File: src/rtl/imem_loader_if.sv
// Byte-stream input, instruction-memory write bus and load status of the boot loader.
// The master side feeds bytes and observes writes; the loader sits on the slave side.
interface imem_loader_if #(
  parameter int ADDR_W = 8
);
  logic              in_valid;
  logic [7:0]        in_data;
  logic              in_ready;
  logic              wr_en;
  logic [ADDR_W-1:0] wr_addr;
  logic [31:0]       wr_data;
  logic              cpu_rst;
  logic              done;
  logic              error;
  logic [6:0]        word_cnt;

  modport master (
    output in_valid, in_data,
    input  in_ready, wr_en, wr_addr, wr_data, cpu_rst, done, error, word_cnt
  );

  modport slave (
    input  in_valid, in_data,
    output in_ready, wr_en, wr_addr, wr_data, cpu_rst, done, error, word_cnt
  );
endinterface

File: src/rtl/imem_loader.sv
// Boot loader: parses a length/payload/checksum byte frame, writes big-endian words
// into instruction memory and holds the datapath in reset until the frame checks out.
//
//   state    | meaning
//   S_LEN_HI | waiting for length high byte; running sum cleared
//   S_LEN_LO | waiting for length low byte; length range checked
//   S_DATA   | assembling payload words, one write per 4 bytes
//   S_CSUM   | waiting for checksum byte
//   S_DONE   | load good, datapath released (terminal)
//   S_ERR    | bad length or checksum, datapath held (terminal)
module imem_loader #(
  parameter int DEPTH_WORDS = 64,
  parameter int ADDR_W      = 8
) (
  input logic         clk,
  input logic         rst,
  imem_loader_if.slave bus
);

  typedef enum logic [2:0] {
    S_LEN_HI,
    S_LEN_LO,
    S_DATA,
    S_CSUM,
    S_DONE,
    S_ERR
  } state_t;

  state_t            state;
  state_t            state_nxt;

  logic [7:0]        len_hi;
  logic [15:0]       last_idx;
  logic [1:0]        byte_cnt;
  logic [23:0]       asm_q;
  logic [7:0]        sum;
  logic              wr_en;
  logic [ADDR_W-1:0] wr_addr;
  logic [31:0]       wr_data;
  logic [6:0]        word_cnt;

  logic              in_ready;
  logic              xfer;
  logic [15:0]       len_full;
  logic              len_ok;
  logic [7:0]        sum_nxt;
  logic              last_byte;

  assign xfer      = bus.in_valid && in_ready;
  assign len_full  = {len_hi, bus.in_data};
  assign len_ok    = (len_full != 16'd0) && (len_full <= 16'(DEPTH_WORDS));
  assign sum_nxt   = sum + bus.in_data;
  assign last_byte = (byte_cnt == 2'd3) && ({9'd0, word_cnt} == last_idx);

  always_ff @(posedge clk) begin
    if (rst) state <= S_LEN_HI;
    else     state <= state_nxt;
  end

  always_comb begin
    state_nxt = state;
    case (state)
      S_LEN_HI: if (xfer) state_nxt = S_LEN_LO;
      S_LEN_LO: if (xfer) state_nxt = len_ok ? S_DATA : S_ERR;
      S_DATA:   if (xfer && last_byte) state_nxt = S_CSUM;
      S_CSUM:   if (xfer) state_nxt = (sum_nxt == 8'd0) ? S_DONE : S_ERR;
      default:  state_nxt = state;
    endcase
  end

  always_comb begin
    in_ready = 1'b0;
    case (state)
      S_LEN_HI, S_LEN_LO, S_DATA, S_CSUM: in_ready = 1'b1;
      default:                            in_ready = 1'b0;
    endcase
  end

  // word_cnt doubles as the index of the word being assembled
  always_ff @(posedge clk) begin
    if (rst) begin
      len_hi   <= '0;
      last_idx <= '0;
      byte_cnt <= '0;
      asm_q    <= '0;
      sum      <= '0;
      wr_en    <= 1'b0;
      wr_addr  <= '0;
      wr_data  <= '0;
      word_cnt <= '0;
    end else begin
      wr_en <= 1'b0;
      if (state == S_LEN_HI) sum <= '0;
      if (xfer) begin
        case (state)
          S_LEN_HI: len_hi <= bus.in_data;
          S_LEN_LO: begin
            last_idx <= len_full - 16'd1;
            byte_cnt <= '0;
          end
          S_DATA: begin
            sum      <= sum_nxt;
            byte_cnt <= byte_cnt + 2'd1;
            if (byte_cnt == 2'd3) begin
              wr_en    <= 1'b1;
              wr_data  <= {asm_q, bus.in_data};
              wr_addr  <= ADDR_W'({word_cnt, 2'b00});
              word_cnt <= word_cnt + 7'd1;
            end else begin
              asm_q <= {asm_q[15:0], bus.in_data};
            end
          end
          default: ;
        endcase
      end
    end
  end

  assign bus.in_ready = in_ready;
  assign bus.wr_en    = wr_en;
  assign bus.wr_addr  = wr_addr;
  assign bus.wr_data  = wr_data;
  assign bus.word_cnt = word_cnt;
  assign bus.done     = (state == S_DONE);
  assign bus.error    = (state == S_ERR);
  assign bus.cpu_rst  = (state != S_DONE);

endmodule

File: src/flat_wrapper.sv
// flat-port wrapper written by rule: the top's interface ports become plain ports
module imem_loader_flat 
#(
  parameter int DEPTH_WORDS = 64,
  parameter int ADDR_W      = 8
)
  (clk, rst, bus_in_valid, bus_in_data, bus_in_ready, bus_wr_en, bus_wr_addr, bus_wr_data, bus_cpu_rst, bus_done, bus_error, bus_word_cnt);
  imem_loader_if #(.ADDR_W(ADDR_W)) bus_i ();
  input logic clk;
  input logic rst;
  input wire logic [$bits(bus_i.in_valid)-1:0] bus_in_valid;
  input wire logic [$bits(bus_i.in_data)-1:0] bus_in_data;
  output wire logic [$bits(bus_i.in_ready)-1:0] bus_in_ready;
  output wire logic [$bits(bus_i.wr_en)-1:0] bus_wr_en;
  output wire logic [$bits(bus_i.wr_addr)-1:0] bus_wr_addr;
  output wire logic [$bits(bus_i.wr_data)-1:0] bus_wr_data;
  output wire logic [$bits(bus_i.cpu_rst)-1:0] bus_cpu_rst;
  output wire logic [$bits(bus_i.done)-1:0] bus_done;
  output wire logic [$bits(bus_i.error)-1:0] bus_error;
  output wire logic [$bits(bus_i.word_cnt)-1:0] bus_word_cnt;
  assign bus_i.in_valid = bus_in_valid;
  assign bus_i.in_data = bus_in_data;
  assign bus_in_ready = bus_i.in_ready;
  assign bus_wr_en = bus_i.wr_en;
  assign bus_wr_addr = bus_i.wr_addr;
  assign bus_wr_data = bus_i.wr_data;
  assign bus_cpu_rst = bus_i.cpu_rst;
  assign bus_done = bus_i.done;
  assign bus_error = bus_i.error;
  assign bus_word_cnt = bus_i.word_cnt;
  imem_loader #(.DEPTH_WORDS(DEPTH_WORDS), .ADDR_W(ADDR_W)) u_core (.clk(clk), .rst(rst), .bus(bus_i));
endmodule
File: config.mk
export PLATFORM = sky130hd
export DESIGN_NAME = imem_loader_flat
export DESIGN_NICKNAME = d
export VERILOG_FILES = /design/src/rtl/imem_loader_if.sv /design/src/rtl/imem_loader.sv /design/src/flat_wrapper.sv
export SDC_FILE = /design/constraint.sdc
export NUM_CORES = 1
export LEC_CHECK = 0
export ABC_AREA = 1
export ABC_CLOCK_PERIOD_IN_PS = 2100
export CAP_MARGIN = 20
export CELL_PAD_IN_SITES_DETAIL_PLACEMENT = 1
export CELL_PAD_IN_SITES_GLOBAL_PLACEMENT = 2
export CORE_MARGIN = 3
export CORE_UTILIZATION = 32
export CTS_BUF_LIST = sky130_fd_sc_hd__clkbuf_8
export DETAILED_ROUTE_END_ITERATION = 7
export PLACE_DENSITY_LB_ADDON = 0.15
export SKIP_LAST_GASP = 1
export SYNTH_ARGS = -nofsm -noshare
export SYNTH_HDL_FRONTEND = slang
export SYNTH_SLANG_ARGS = --single-unit
File: constraint.sdc
create_clock -name clk -period 2.1 [get_ports clk]
set_input_delay 0.21 -clock clk [delete_from_list [all_inputs] [get_ports clk]]
set_output_delay 0.21 -clock clk [all_outputs]
set_load 0.05 [all_outputs]
==> impl_metrics.xml, run 1 <==
<?xml version="1.0" encoding="UTF-8"?>
<metrics>
  <group name="pwr">
    <metric name="pwr-share-comb" unit="%">9.7</metric>
    <metric name="p_per_area" unit="mW/mm²">638.7</metric>
    <metric name="vdd_ir_drop_max" unit="µV">409.9</metric>
    <metric name="switching_power" unit="mW">1.029</metric>
    <metric name="internal_power" unit="mW">2.764</metric>
    <metric name="seqPwrFrac" unit="%">55.4</metric>
    <metric name="clockPowerShare" unit="%">34.8</metric>
    <metric name="power.static_leakage" unit="nW">2.568</metric>
    <metric name="netSwitchingFraction" unit="%">27.12</metric>
  </group>
  <group name="global_routing">
    <metric name="maximum_number_of_pins_on_one_net_before_global_route_repair" unit="">36</metric>
    <metric name="grt_first_pass_wirelength" unit="mm">23.99</metric>
    <metric name="first_global_vias" unit="">4655</metric>
    <metric name="total_grt_overflow" unit="">0</metric>
    <metric name="global_route.usage.total" unit="%">18.20</metric>
    <metric name="grt_antenna_before_repair" unit="">0</metric>
  </group>
  <group name="floorplanning">
    <metric name="num_rows" unit="">44</metric>
    <metric name="floorplan.die.width" unit="µm">128.4</metric>
    <metric name="design.portCount" unit="">63</metric>
    <metric name="dieHeight" unit="µm">128.4</metric>
    <metric name="initial_util" unit="%">32.86</metric>
    <metric name="floorplan.die_area" unit="mm²">0.01649</metric>
    <metric name="coreArea" unit="mm²">0.01459</metric>
  </group>
  <group name="sta">
    <metric name="worst_slew_margin_rel" unit="%">65.02</metric>
    <metric name="timing.fmax" unit="MHz">509.2</metric>
    <metric name="worstMarginPinSlew" unit="ns">0.5230</metric>
    <metric name="layout_min_cycle_time" unit="ns">1.964</metric>
    <metric name="report.final.slew_viol_count" unit="">0</metric>
    <metric name="timing.setup.tns" unit="ns">0</metric>
    <metric name="finalHoldViolCount" unit="">0</metric>
    <metric name="setup_repair_after_global_routing_missed_its_margin" unit="">no</metric>
    <metric name="finalSetupViolCount" unit="">0</metric>
    <metric name="fin_skew" unit="ns">0.009326</metric>
    <metric name="period_share" unit="%">93.51</metric>
    <metric name="setup_slack" unit="ns">0.1363</metric>
  </group>
  <group name="setup_path">
    <metric name="worstPathCellList" unit="">clkdlybuf4s50_1</metric>
    <metric name="crit-reg2reg-launch" unit="">u_core.sum[0]$_SDFF_PP0_</metric>
    <metric name="worst-path-buf-inv" unit="">1</metric>
    <metric name="timing.critical_path.required" unit="ns">1.89</metric>
    <metric name="setup.worst_path.start_class" unit="">flop</metric>
    <metric name="cpMaxStageDelayCell" unit="">sky130_fd_sc_hd__clkdlybuf4s50_1</metric>
    <metric name="critical_path_class" unit="">reg -&gt; out</metric>
    <metric name="max_stage_delay" unit="ns">0.87</metric>
    <metric name="worstSetupStartpoint" unit="">u_core.bus.word_cnt[2]$_SDFFE_PP0P_</metric>
    <metric name="worst_ep_arrival_time" unit="ns">1.75</metric>
    <metric name="path_delay_family" unit="">buffers and inverters</metric>
    <metric name="endpoint_kind" unit="">output pin</metric>
    <metric name="critical_path.max_fanout" unit="">6</metric>
  </group>
  <group name="placement">
    <metric name="placement.cell_area" unit="mm²">0.005736</metric>
    <metric name="globalplace.congestion" unit="">0.8157</metric>
    <metric name="place_worst_setup_slack" unit="ns">-0.2445</metric>
    <metric name="placement.io_buffers" unit="">60</metric>
    <metric name="post-place-cells" unit="">906</metric>
    <metric name="dp_hpwl" unit="mm">10.58</metric>
  </group>
  <group name="clocking">
    <metric name="root_buffer" unit="">sky130_fd_sc_hd__clkbuf_8</metric>
    <metric name="postCtsHoldBufs" unit="">0</metric>
    <metric name="tritoncts" unit="">done</metric>
    <metric name="worstSkewPairLatency" unit="ns">0.39</metric>
    <metric name="cts_inserted_buffers" unit="">9</metric>
    <metric name="cts_setup_buffers" unit="">0</metric>
    <metric name="cts-resized-gates" unit="">0</metric>
    <metric name="cts.clk_slew.worst_paths" unit="ns">0.11</metric>
    <metric name="cts-root-to-sink-buffers" unit="">2</metric>
    <metric name="htree_levels" unit="">3</metric>
    <metric name="cts_sinks" unit="">107</metric>
  </group>
  <group name="worst_hold_path">
    <metric name="hold_path.startpoint" unit="">rst</metric>
    <metric name="worst_hold_path_type" unit="">in -&gt; reg</metric>
  </group>
  <group name="synth">
    <metric name="synth_commonest_cells" unit="">sky130_fd_sc_hd__nand2_1 (114), sky130_fd_sc_hd__dfxtp_1 (107), sky130_fd_sc_hd__nor2_1 (95), sky130_fd_sc_hd__a21oi_1 (71), sky130_fd_sc_hd__o21ai_0 (67)</metric>
    <metric name="yosys.area.top_type" unit="">sky130_fd_sc_hd__dfxtp_1</metric>
    <metric name="ys_seq_elements" unit="">107</metric>
    <metric name="synth_enable_flop_cells" unit="">0</metric>
    <metric name="post_synth_main_area_contributors" unit="">sky130_fd_sc_hd__dfxtp_1 (45%), sky130_fd_sc_hd__nand2_1 (8.9%), sky130_fd_sc_hd__nor2_1 (7.4%)</metric>
    <metric name="synth_most_common_cell" unit="">sky130_fd_sc_hd__nand2_1</metric>
    <metric name="postSynth.topFlopCell" unit="">sky130_fd_sc_hd__dfxtp_1</metric>
    <metric name="share_of_synthesized_registers_carrying_an_async_set_or_reset" unit="%">0</metric>
    <metric name="post_synth.cell_area_avg" unit="µm²">7.287</metric>
    <metric name="synth.yosys.warnings" unit="">0</metric>
    <metric name="syn-cell-area" unit="mm²">0.004795</metric>
    <metric name="synth_cell_types" unit="">39</metric>
    <metric name="syn_inst" unit="">658</metric>
    <metric name="synth_top_area_share" unit="%">44.68</metric>
    <metric name="synth.yosys.seq_area_share" unit="%">44.68</metric>
  </group>
  <group name="run">
    <metric name="max_cap_viol_count" unit="">0</metric>
  </group>
  <group name="final_layout">
    <metric name="area_delta_synth_final" unit="%">23.85</metric>
    <metric name="drive_above_1_share" unit="%">10.43</metric>
    <metric name="fin_nets" unit="">755</metric>
    <metric name="layoutNonFillerInstCount" unit="">922</metric>
    <metric name="num_antenna_cells" unit="">0</metric>
    <metric name="postLayoutCellArea" unit="mm²">0.005938</metric>
  </group>
  <group name="detailed_routing">
    <metric name="post-route-drc-count" unit="">0</metric>
    <metric name="via_count" unit="">4514</metric>
    <metric name="detailedRoute.firstPassIterationCount" unit="">4</metric>
    <metric name="detail-route-antenna-nets" unit="">0</metric>
    <metric name="wirelength" unit="mm">14.27</metric>
    <metric name="avgViaCountPerCell" unit="">4.896</metric>
    <metric name="detail_route.iter0.violations" unit="">184</metric>
    <metric name="detail_route.wl_per_cell" unit="µm">15.48</metric>
  </group>
  <group name="run_status">
    <metric name="result_of_the_run" unit="">complete, no violations</metric>
  </group>
</metrics>
[final timing paths]
path | to | slack [ns] | cells past startpoint
max | bus_word_cnt[2] | 0.14 | 1
min | u_core.asm_q[12]$_SDFFE_PP0P_ | 0.29 | 3
max reg2reg | u_core.state[0]$_SDFFE_PP0P_ | 0.23 | 10
min reg2reg | u_core.asm_q[16]$_SDFFE_PP0P_ | 0.47 | 2
[sequential cells by signal (all words and copies together) (netlist names)]
| register | flops |
|---|---|
| u_core.bus.word_cnt | 7 |
| u_core.sum | 8 |
| u_core.len_hi | 8 |
| u_core.last_idx | 16 |
| u_core.bus.wr_en | 1 |
| u_core.asm_q | 24 |
| u_core.bus.wr_addr | 6 |
| u_core.bus.wr_data | 32 |
| u_core.state | 3 |
| u_core.byte_cnt | 2 |
[per-layer routing]
metal	GRT usage, %	wire, µm	part of all wire [%]
met5	0	0	0
met4	5.930	278	1.9
met3	3.736	485	3.4
met2	29.42	6669	47
met1	24.38	6837	48
[power groups by stage]
stage / combinational (mW) / sequential (mW) / clock, mW
after floorplan: 0.233 / 2.14 / 0
after global placement: 0.367 / 2.15 / 0
after detailed placement: 0.377 / 2.15 / 0
after CTS: 0.378 / 2.10 / 1.39
after global routing: 0.419 / 2.11 / 1.48
final: 0.370 / 2.10 / 1.32
[through the flow]
| stage | hold slack (ns) | power [mW] | utilization (%) |
|---|---|---|---|
| global route | 0.3012 | 4.004 | 40.70 |
| finish | 0.2903 | 3.793 | 40.70 |
| CTS | 0.2764 | 3.869 | 40.69 |
| detailed placement | 0.4566 | 2.525 | 39.31 |
| global placement | 0.4458 | 2.514 | 39.31 |
| floorplan | 0.3000 | 2.371 | - |
[logic make-up (layout without fill, tap and decap cells)]
| logic type | Yosys count | in the layout | share of synthesized area, % |
|---|---|---|---|
| buf+inv | 99 | 178 | 8.716 |
| other cells | 1 | 2 | 0.07821 |
| fa+ha+maj | 11 | 11 | 3.027 |
| compound gates | 149 | 149 | 15.89 |
| xor+xnor | 9 | 9 | 1.644 |
| flops | 107 | 107 | 44.68 |
| simple gates | 282 | 282 | 25.97 |
[cell usage in the layout, fill, tap and decap left out, types with 3 or more instances in the layout]
cell type,Yosys,final
sky130_fd_sc_hd__buf_4,4,38
sky130_fd_sc_hd__a31oi_1,4,4
sky130_fd_sc_hd__ha_1,10,10
sky130_fd_sc_hd__inv_2,6,6
sky130_fd_sc_hd__nor3_1,7,7
sky130_fd_sc_hd__nand3b_1,3,3
sky130_fd_sc_hd__nor2_2,4,4
sky130_fd_sc_hd__clkdlybuf4s50_1,0,56
sky130_fd_sc_hd__inv_6,0,3
sky130_fd_sc_hd__clkbuf_8,0,9
sky130_fd_sc_hd__o21ai_1,3,3
sky130_fd_sc_hd__nor2_1,95,95
sky130_fd_sc_hd__inv_1,59,60
sky130_fd_sc_hd__dfxtp_1,107,107
sky130_fd_sc_hd__nand3_1,43,43
sky130_fd_sc_hd__o21ai_0,67,67
sky130_fd_sc_hd__xor2_1,7,7
sky130_fd_sc_hd__a21oi_1,71,71
sky130_fd_sc_hd__nand2_1,114,114
[layout make-up]
class / instances / area (µm²)
fillers: 1849 / 8651
inverters: 65 / 244.0
flip-flops and latches: 107 / 2142
clock buffers: 9 / 123.9
clock inverters: 7 / 76.32
repair buffers: 97 / 883.3
well taps: 184 / 230.2
multi-input cells: 453 / 2238
Power figures use the tool's default switching activity.
==> run 2, diff against run 1 <==
--- a/config.mk
+++ b/config.mk
@@ -13,9 +13,11 @@
 export CORE_MARGIN = 3
 export CORE_UTILIZATION = 32
 export CTS_BUF_LIST = sky130_fd_sc_hd__clkbuf_8
+export CTS_CLUSTER_SIZE = 14
 export DETAILED_ROUTE_END_ITERATION = 7
 export PLACE_DENSITY_LB_ADDON = 0.15
 export SKIP_LAST_GASP = 1
+export SLEW_MARGIN = 20
 export SYNTH_ARGS = -nofsm -noshare
 export SYNTH_HDL_FRONTEND = slang
 export SYNTH_SLANG_ARGS = --single-unit
==> results of run 2 <==
No change in the layout: final DEF, timing and power equal those of run 1.
==> run 3, diff against run 2 <==
--- a/config.mk
+++ b/config.mk
@@ -11,10 +11,11 @@
 export CELL_PAD_IN_SITES_DETAIL_PLACEMENT = 1
 export CELL_PAD_IN_SITES_GLOBAL_PLACEMENT = 2
 export CORE_MARGIN = 3
-export CORE_UTILIZATION = 32
+export CORE_UTILIZATION = 37
 export CTS_BUF_LIST = sky130_fd_sc_hd__clkbuf_8
 export CTS_CLUSTER_SIZE = 14
 export DETAILED_ROUTE_END_ITERATION = 7
+export DONT_BUFFER_PORTS = 1
 export PLACE_DENSITY_LB_ADDON = 0.15
 export SKIP_LAST_GASP = 1
 export SLEW_MARGIN = 20
==> impl_metrics.xml, run 3 (synthesis gave the netlist of run 1 again) <==
<?xml version="1.0" encoding="UTF-8"?>
<metrics>
  <group name="setup_path">
    <metric name="max_stage_delay" unit="ns">0.45</metric>
    <metric name="timing.critical_path.required" unit="ns">2.37</metric>
    <metric name="critical_path.max_fanout" unit="">3</metric>
    <metric name="path_delay_family" unit="">adder cells</metric>
    <metric name="worstPathCellList" unit="">ha_1 -&gt; fa_1 -&gt; nor3_1 -&gt; nand2_1 -&gt; nor2_1 -&gt; nand3_1 -&gt; nor2_1 -&gt; nand3_1 -&gt; nand2_1 -&gt; a21oi_1</metric>
    <metric name="cpMaxStageDelayCell" unit="">sky130_fd_sc_hd__fa_1</metric>
    <metric name="worst-path-buf-inv" unit="">0</metric>
    <metric name="endpoint_kind" unit="">flop</metric>
    <metric name="critical_path_class" unit="">reg -&gt; reg</metric>
    <metric name="setup.worst_path.start_class" unit="">flop</metric>
    <metric name="worst_ep_arrival_time" unit="ns">2.13</metric>
  </group>
  <group name="floorplanning">
    <metric name="floorplan.die_area" unit="mm²">0.01436</metric>
    <metric name="initial_util" unit="%">38.94</metric>
    <metric name="num_rows" unit="">40</metric>
    <metric name="floorplan.die.width" unit="µm">119.8</metric>
    <metric name="design.portCount" unit="">63</metric>
    <metric name="coreArea" unit="mm²">0.01231</metric>
    <metric name="dieHeight" unit="µm">119.8</metric>
  </group>
  <group name="final_layout">
    <metric name="drive_above_1_share" unit="%">8.657</metric>
    <metric name="layoutNonFillerInstCount" unit="">838</metric>
    <metric name="nFillCells" unit="">1601</metric>
    <metric name="largest_reg_flops" unit="">32</metric>
    <metric name="mostFrequentLayoutCell" unit="">sky130_fd_sc_hd__nand2_1</metric>
    <metric name="num_antenna_cells" unit="">0</metric>
    <metric name="area_delta_synth_final" unit="%">10.23</metric>
    <metric name="fin_nets" unit="">687</metric>
    <metric name="largest_registers" unit="">u_core.bus.wr_data (32), u_core.asm_q (24), u_core.last_idx (16)</metric>
    <metric name="top_library_cells_by_usage_in_the_layout_fill_and_taps_aside" unit="">sky130_fd_sc_hd__nand2_1 (114), sky130_fd_sc_hd__dfxtp_1 (107), sky130_fd_sc_hd__nor2_1 (95)</metric>
    <metric name="largest_register" unit="">u_core.bus.wr_data</metric>
    <metric name="seqCellArea" unit="mm²">0.002142</metric>
    <metric name="multi_input_comb_area" unit="mm²">0.002238</metric>
  </group>
  <group name="sta">
    <metric name="worstMarginPinSlew" unit="ns">0.5533</metric>
    <metric name="finalHoldViolCount" unit="">0</metric>
    <metric name="period_share" unit="%">88.61</metric>
    <metric name="setup_repair_after_global_routing_missed_its_margin" unit="">no</metric>
    <metric name="setup_slack" unit="ns">0.2392</metric>
    <metric name="timing.setup.tns" unit="ns">0</metric>
    <metric name="fin_skew" unit="ns">0.01173</metric>
    <metric name="layout_min_cycle_time" unit="ns">1.861</metric>
    <metric name="worst_slew_margin_rel" unit="%">63.07</metric>
    <metric name="timing.fmax" unit="MHz">537.4</metric>
    <metric name="report.final.slew_viol_count" unit="">0</metric>
    <metric name="finalSetupViolCount" unit="">0</metric>
    <metric name="hold_slack" unit="ns">0.02229</metric>
  </group>
  <group name="detailed_routing">
    <metric name="detailedRoute.firstPassIterationCount" unit="">4</metric>
    <metric name="avgViaCountPerCell" unit="">5.128</metric>
    <metric name="via_count" unit="">4297</metric>
    <metric name="top_layer_used" unit="">met4</metric>
    <metric name="detail_route.iter0.violations" unit="">238</metric>
    <metric name="drt-met1-wl" unit="mm">6.678</metric>
    <metric name="detail-route-antenna-nets" unit="">0</metric>
    <metric name="wirelength" unit="mm">13.76</metric>
    <metric name="post-route-drc-count" unit="">0</metric>
    <metric name="met2WireLength" unit="mm">6.261</metric>
    <metric name="detailroute.wirelength.met3" unit="µm">637</metric>
    <metric name="detail_route.wl_per_cell" unit="µm">16.41</metric>
  </group>
  <group name="clocking">
    <metric name="cts.clk_slew.worst_paths" unit="ns">0.10</metric>
    <metric name="worstSkewPairLatency" unit="ns">0.39</metric>
    <metric name="tritoncts" unit="">done</metric>
    <metric name="cts_sinks" unit="">107</metric>
    <metric name="root_buffer" unit="">sky130_fd_sc_hd__clkbuf_8</metric>
    <metric name="htree_levels" unit="">3</metric>
    <metric name="cts_setup_buffers" unit="">0</metric>
    <metric name="cts_inserted_buffers" unit="">9</metric>
    <metric name="cts-root-to-sink-buffers" unit="">2</metric>
  </group>
  <group name="pwr">
    <metric name="p_per_area" unit="mW/mm²">694.2</metric>
    <metric name="power.static_leakage" unit="nW">2.307</metric>
    <metric name="vdd_ir_drop_max" unit="µV">249.4</metric>
  </group>
  <group name="run_status">
    <metric name="result_of_the_run" unit="">complete, no violations</metric>
  </group>
  <group name="global_routing">
    <metric name="grt_antenna_before_repair" unit="">0</metric>
    <metric name="global_route.usage.total" unit="%">19.34</metric>
    <metric name="total_grt_overflow" unit="">0</metric>
    <metric name="first_global_vias" unit="">4251</metric>
    <metric name="grt_first_pass_wirelength" unit="mm">22.11</metric>
    <metric name="maximum_number_of_pins_on_one_net_before_global_route_repair" unit="">58</metric>
  </group>
  <group name="placement">
    <metric name="globalplace.congestion" unit="">0.8346</metric>
    <metric name="dp_hpwl" unit="mm">9.422</metric>
    <metric name="place_worst_setup_slack" unit="ns">0.2459</metric>
    <metric name="placement.io_buffers" unit="">0</metric>
    <metric name="post-place-cells" unit="">813</metric>
  </group>
  <group name="run">
    <metric name="max_cap_viol_count" unit="">0</metric>
  </group>
  <group name="worst_hold_path">
    <metric name="worst_hold_path_type" unit="">in -&gt; reg</metric>
  </group>
</metrics>
[run 3: changes by cell type in the layout (fill, tap and decap cells not counted)]
cell	before	now
sky130_fd_sc_hd__clkbuf_8	9	10
sky130_fd_sc_hd__buf_2	1	0
sky130_fd_sc_hd__clkinvlp_4	1	2
sky130_fd_sc_hd__bufinv_16	1	0
sky130_fd_sc_hd__dlymetal6s2s_1	1	0
sky130_fd_sc_hd__inv_6	3	0
sky130_fd_sc_hd__buf_4	38	19
sky130_fd_sc_hd__clkdlybuf4s50_1	56	0
sky130_fd_sc_hd__dlygate4sd3_1	0	8
sky130_fd_sc_hd__inv_8	0	2
sky130_fd_sc_hd__buf_12	1	2
[run 3: power by group]
part	internal, mW	switching, mW	total [mW]
registers	2.07	0.0323	2.10
logic	0.103	0.214	0.317
clock network	0.479	0.772	1.25
[run 3: routing by layer]
layer | track usage [%] | vias up
met5 | 0 | -
met4 | 6.084 | 0
met3 | 4.288 | 12
met2 | 31.07 | 67
met1 | 25.94 | 2076
li1 | - | 2142
[run 3: area by class of cell]
cell class / instances / area share [%]
multi-input cells: 453 / 42.35
flip-flops and latches: 107 / 40.53
repair buffers: 29 / 4.972
inverters: 65 / 4.616
well taps: 168 / 3.977
clock buffers: 10 / 2.604
clock inverters: 6 / 0.9470
[run 3: what timing repair did]
item / 4_1_cts / 5_1_grt
resized for setup: 0 / 0
hold buffers: 8 / 1
endpoints found under the setup margin: 0 / 0
hold endpoints to repair: 54 / 1
[run 3: worst paths after layout]
kind | start | to | slack, ns | cells after the start
worst max register to register | u_core.sum[0]$_SDFF_PP0_ | u_core.state[0]$_SDFFE_PP0P_ | 0.24 | 10
worst min-delay path | bus_in_data[2] | u_core.len_hi[2]$_SDFFE_PP0P_ | 0.02 | 2
worst min register to register | u_core.asm_q[20]$_SDFFE_PP0P_ | u_core.asm_q[20]$_SDFFE_PP0P_ | 0.47 | 2
worst max-delay path | u_core.sum[0]$_SDFF_PP0_ | u_core.state[0]$_SDFFE_PP0P_ | 0.24 | 10
[run 3: stage by stage]
step	instance area [µm²]	total power [mW]	util [%]
3_3_place_gp	4997	2.420	40.59
3_5_place_dp	4997	2.429	40.59
6_report	5285	3.669	42.93
4_1_cts	5275	3.709	42.85
2_1_floorplan	4798	2.371	-
5_1_grt	5285	3.846	42.93
